==> config.mk <==
export PLATFORM = sky130hd
export DESIGN_NAME = iob_split
export DESIGN_NICKNAME = d
export VERILOG_FILES = /design/src/rtl/iob_split.sv
export SDC_FILE = /design/constraint.sdc
export NUM_CORES = 1
export LEC_CHECK = 0
export BUFFER_PORTS_ARGS = -buffer_cell sky130_fd_sc_hd__buf_2
export CAP_MARGIN = 20
export CORE_AREA = 8 8 114 116
export DETAILED_ROUTE_END_ITERATION = 16
export DIE_AREA = 0 0 122 124
export HOLD_SLACK_MARGIN = 0.12
export SLEW_MARGIN = 25
export SYNTH_ARGS = -nofsm -noshare
export SYNTH_HDL_FRONTEND = slang
export SYNTH_SLANG_ARGS = --single-unit
==> constraint.sdc <==
create_clock -name clk -period 3 [get_ports clk]
set_clock_uncertainty 0.15 [all_clocks]
set_input_delay 0.15 -clock clk [delete_from_list [all_inputs] [get_ports clk]]
set_output_delay 0.15 -clock clk [all_outputs]
set_load 0.01 [all_outputs]
==> src/rtl/iob_split.sv <==
// iob native bus splitter: one master fans out to N_SLAVES slaves by address field,
// tracking a single outstanding transaction with decode-error and timeout responses.
module iob_split #(
   parameter int N_SLAVES = 2,
   parameter int DATA_W   = 32,
   parameter int ADDR_W   = 32,
   parameter int P_SLAVES = ADDR_W - 2,
   parameter int TIMEOUT  = 255,
   localparam int REQ_W   = 1 + ADDR_W + DATA_W + DATA_W / 8,
   localparam int RESP_W  = DATA_W + 1
) (
   input  logic                       clk,
   input  logic                       rst_n,
   input  logic [REQ_W-1:0]           m_req,
   output logic [RESP_W-1:0]          m_resp,
   output logic [N_SLAVES*REQ_W-1:0]  s_req,
   input  logic [N_SLAVES*RESP_W-1:0] s_resp,
   output logic                       err,
   output logic [1:0]                 err_type
);

   // state | meaning
   // IDLE  | no transaction outstanding, accepting requests
   // BUSY  | request forwarded to slave sel_reg, waiting for its ready
   // DERR  | returning the decode-error response, accepting a new request

   localparam int NB     = (N_SLAVES > 1) ? $clog2(N_SLAVES) : 1;
   localparam int CNT_W  = (TIMEOUT > 0) ? $clog2(TIMEOUT + 1) : 1;
   localparam int SEL_HI = DATA_W + DATA_W / 8 + P_SLAVES;
   localparam logic [CNT_W-1:0] TO_LAST  = CNT_W'((TIMEOUT > 0) ? TIMEOUT - 1 : 0);
   localparam logic [CNT_W-1:0] CNT_MAX  = {CNT_W{1'b1}};

   typedef enum logic [1:0] {IDLE, BUSY, DERR} state_t;

   state_t             state, state_nxt;
   logic [NB-1:0]      sel_reg;
   logic [CNT_W-1:0]   cnt;
   logic [1:0]         err_type_q;

   logic               m_valid;
   logic [NB-1:0]      sel_in;
   logic               sel_ok;
   logic [RESP_W-1:0]  sel_resp;
   logic               sel_ready;
   logic               can_accept;
   logic               accept;
   logic               to_derr;
   logic               timeout_hit;
   logic               violation;
   logic [1:0]         err_cause;

   assign m_valid = m_req[REQ_W-1];
   assign sel_in  = m_req[SEL_HI -: NB];
   assign sel_ok  = (32'(sel_in) < 32'(N_SLAVES));

   always_comb begin
      sel_resp = '0;
      for (int k = 0; k < N_SLAVES; k++) begin
         if (sel_reg == NB'(k)) sel_resp = s_resp[k*RESP_W +: RESP_W];
      end
   end

   assign sel_ready   = (state == BUSY) && sel_resp[0];
   assign can_accept  = (state == IDLE) || (state == DERR) || sel_ready;
   assign accept      = m_valid && can_accept && sel_ok;
   assign to_derr     = m_valid && can_accept && !sel_ok;
   assign timeout_hit = (TIMEOUT > 0) && (state == BUSY) && !sel_ready && (cnt == TO_LAST);
   // a timeout takes priority over a coincident violating valid; both drop the request
   assign violation   = (state == BUSY) && m_valid && !sel_ready && !timeout_hit;

   always_ff @(posedge clk or negedge rst_n) begin
      if (!rst_n) begin
         state      <= IDLE;
         sel_reg    <= '0;
         cnt        <= '0;
         err_type_q <= 2'd0;
      end else begin
         state <= state_nxt;
         if (accept) begin
            sel_reg <= sel_in;
            cnt     <= '0;
         end else if ((state == BUSY) && !sel_ready && (cnt != CNT_MAX)) begin
            cnt <= cnt + CNT_W'(1);
         end
         if (err) err_type_q <= err_cause;
      end
   end

   always_comb begin
      state_nxt = state;
      case (state)
         IDLE, DERR: begin
            if (accept)       state_nxt = BUSY;
            else if (to_derr) state_nxt = DERR;
            else              state_nxt = IDLE;
         end
         BUSY: begin
            if (sel_ready) begin
               if (accept)       state_nxt = BUSY;
               else if (to_derr) state_nxt = DERR;
               else              state_nxt = IDLE;
            end else if (timeout_hit) begin
               state_nxt = IDLE;
            end
         end
         default: state_nxt = IDLE;
      endcase
   end

   always_comb begin
      s_req     = '0;
      m_resp    = '0;
      err       = 1'b0;
      err_cause = 2'd0;
      // reset gates the combinational request path so nothing leaks while rst_n is low
      for (int k = 0; k < N_SLAVES; k++) begin
         if (rst_n && accept && (sel_in == NB'(k))) s_req[k*REQ_W +: REQ_W] = m_req;
      end
      case (state)
         BUSY: begin
            if (timeout_hit) begin
               m_resp    = {{DATA_W{1'b1}}, 1'b1};
               err       = 1'b1;
               err_cause = 2'd2;
            end else begin
               m_resp = sel_resp;
               if (violation) begin
                  err       = 1'b1;
                  err_cause = 2'd3;
               end
            end
         end
         DERR: begin
            m_resp    = {{DATA_W{1'b0}}, 1'b1};
            err       = 1'b1;
            err_cause = 2'd1;
         end
         default: ;
      endcase
   end

   assign err_type = err ? err_cause : err_type_q;

endmodule

==> insert_results.sql <==
INSERT INTO impl_metrics (metric_group, metric, value, unit) VALUES
('power_and_ir_drop', 'comb_power_share', '57.1', '%'),
('power_and_ir_drop', 'power_report.internal_total', '725', 'uW'),
('logic_synthesis', 'synth_async_sr_flop_share', '100', '%'),
('layout', 'antenna_cells', '0', ''),
('sta', 'final_min_period_over_clock_period', '83.3', '%'),
('sta', 'fmaxAchievable', '400', 'MHz'),
('setup_path', 'crit_path_start_kind', 'flip-flop', ''),
('clock_network', 'cts_setup_buffers', '0', ''),
('power_and_ir_drop', 'report.power.total', '1.15', 'mW'),
('logic_synthesis', 'postSynthRegisterBits', '12', ''),
('layout', 'syn_to_final_growth', '74.4', '%'),
('floorplanning', 'die_w', '122', 'microns'),
('setup_path', 'timing.critical_path.slowest_stage_cell', 'and3b_2', ''),
('place', 'buffer_ports.inserted', '309', ''),
('flow_run', 'max_cap_violations', '0', ''),
('clock_network', 'worst_setup_hold_path_clk_slew', '40', 'ps'),
('grt', 'grt_pass1_vias', '3252', ''),
('logic_synthesis', 'syn-mean-instance-area', '7.82', 'sq um'),
('clock_network', 'max-clock-path-buffers', '2', ''),
('route', 'route.detailed.wl_per_inst', '17.3', 'microns'),
('logic_synthesis', 'sequential_cell_area_fraction_in_the_yosys_report', '13.1', '%'),
('power_and_ir_drop', 'static-leakage-power', '2.62', 'nW'),
('route', 'drt.antenna.violating_nets', '0', ''),
('logic_synthesis', 'synth_cells', '294', ''),
('logic_synthesis', 'synth.cell_area', '2300', 'sq um'),
('outcome', 'outcome', 'completed', ''),
('setup_path', 'critical_path_end_type', 'output pin', ''),
('route', 'finalWirelength', '12.6', 'mm'),
('clock_network', 'cts_tree', 'yes', ''),
('power_and_ir_drop', 'vdd_ir_drop_max', '0.206', 'mV'),
('sta', 'period_minus_slack', '2500', 'ps'),
('place', 'place_hpwl', '11.0', 'mm'),
('clock_network', 'tritoncts_buffers', '3', ''),
('logic_synthesis', 'yosys.area.top_type_share', '36.7', '%'),
('floorplanning', 'floorplan.core_area', '11200', 'sq um'),
('sta', 'total_negative_slack_for_setup_checks', '0', 'ps'),
('power_and_ir_drop', 'part_of_the_power_in_registers', '18.9', '%'),
('sta', 'worst_slew_pin_slew', '517', 'ps'),
('route', 'detailedRoute.firstPassIterationCount', '4', ''),
('power_and_ir_drop', 'p_switching', '421', 'uW'),
('logic_synthesis', 'yosys_warnings', '0', ''),
('power_and_ir_drop', 'switching_fraction', '36.7', '%'),
('setup_path', 'critical_path_class', 'flip-flop to output pin', ''),
('layout', 'largestRegisters', 'cnt: 8 flops, err_type_q: 2 flops', ''),
('place', 'gpl.final_weighted_congestion', '0.883', ''),
('grt', 'globalRoute.totalOverflow', '0', ''),
('logic_synthesis', 'synth.net_count', '433', ''),
('min_path', 'hold_path.class', 'input port to async pin', ''),
('route', 'drtIter0Drc', '107', ''),
('layout', 'regMostFlops', 'cnt', ''),
('power_and_ir_drop', 'pwr-share-clk', '24.0', '%'),
('logic_synthesis', 'synth_edf_count', '0', ''),
('floorplanning', 'placement_rows', '39', ''),
('grt', 'antenna_found_initial', '0', ''),
('setup_path', 'worst_endpoint_required_time', '2700', 'ps'),
('logic_synthesis', 'synth_flop_cell', 'dfrtp_1', ''),
('layout', 'share_of_cells_above_drive_strength_1', '60.8', '%'),
('setup_path', 'launching_point_of_the_worst_reg2reg_path', 'state[0]', ''),
('floorplanning', 'die_height', '124', 'microns'),
('logic_synthesis', 'post_synth_most_frequent_cells', 'and2_1, mux2_2, a21o_1', ''),
('sta', 'final-hold-violation-count', '0', ''),
('clock_network', 'numClockSinks', '12', ''),
('clock_network', 'clk_root_buffer_cell', 'clkbuf_16', ''),
('layout', 'largest_register_ff_count', '8', ''),
('sta', 'setup_viol', '0', ''),
('logic_synthesis', 'post-synth-top-area-cell', 'and2_1', ''),
('setup_path', 'worst_path_largest_cell_delay', '440', 'ps'),
('sta', 'rsz0062_at_grt', 'no', ''),
('setup_path', 'path_max_fanout', '50', ''),
('route', 'detail_route.vias_per_cell', '4.40', ''),
('floorplanning', 'num_io_pins', '311', '');
power by group through the flow:
stage / sequential [mW] / clock, mW / combinational (mW)
finish: 0.216 / 0.275 / 0.654
global placement: 0.218 / 0 / 0.654
global route: 0.220 / 0.295 / 0.718
detailed placement: 0.218 / 0 / 0.657
floorplan: 0.207 / 0 / 0.398
CTS: 0.216 / 0.279 / 0.663
critical path: cells and delay by family, from the launching register on:
| kind | cells | cell delay, ps |
|---|---|---|
| buf+inv | 2 | 400 |
| flops | 1 | 400 |
| compound gates | 1 | 270 |
| simple gates | 2 | 640 |
| mux | 1 | 230 |
final timing paths:
check                                end  slack [ps]
hold reg to reg            err_type_q[1]         310
hold / removal                    cnt[0]         190
setup / recovery               s_req[64]         500
min in group clk                state[0]         280
setup reg to reg           err_type_q[0]        1210
max in group asynchronous         cnt[5]        2270
cell usage in the layout (no fill, tap or decap), types with 2 or more instances in the layout:
cell type,n
ha_1,2
o21ai_0,2
buf_2,309
a31oi_1,6
and3_1,5
nand2_1,3
nand3_1,4
and2_1,135
dlygate4sd3_1,3
nor2_1,3
a21o_1,32
mux2_2,33
buf_4,3
clkbuf_16,3
mux2i_1,2
a21oi_1,5
nand2b_1,2
dfrtp_1,12
inv_1,4
metrics by stage:
step | hold slack, ps | cells | area, sq um | setup slack (ps) | util [%]
after CTS | 198 | 729 | 4010 | 477 | 35.9
after global routing | 230 | 729 | 4010 | 355 | 35.9
after floorplan | -296 | 294 | 2300 | 1150 | -
final | 191 | 729 | 4010 | 502 | 35.9
after detailed placement | -90.5 | 722 | 3890 | 744 | 34.8
after global placement | -89.6 | 722 | 3890 | 791 | 34.8
per-layer routing:
layer,global-route usage (%),vias up,wire (microns)
met1,16.9,1435,4870
li1,-,1555,-
met2,24.8,207,5990
met5,0,-,0
met4,2.47,0,100
met3,5.89,9,1650
final cells by class:
| cell class | count | area [sq um] |
|---|---|---|
| fillers | 1163 | 7160 |
| multi-input cells | 250 | 1810 |
| repair buffers | 316 | 1620 |
| flip-flops and latches | 12 | 300 |
| well taps | 143 | 179 |
| clock buffers | 4 | 88.8 |
| inverters | 4 | 15.0 |
kinds of logic after synthesis:
logic type | Yosys count | synth area share, %
adders and majority gates | 2 | 1.09
and+or+nand+nor | 159 | 43.0
muxes | 36 | 18.0
buffers and inverters | 32 | 8.32
other | 1 | 0.163
DFF | 12 | 13.1
AOI/OAI and AO/OA | 52 | 16.3
what timing repair did:
action / CTS / global route
hold buffers: 3 / 0
resized for setup: 0 / 0
endpoints found under the hold margin: 15 / 0
setup endpoints to repair: 0 / 0
Power figures use the tool's default switching activity.
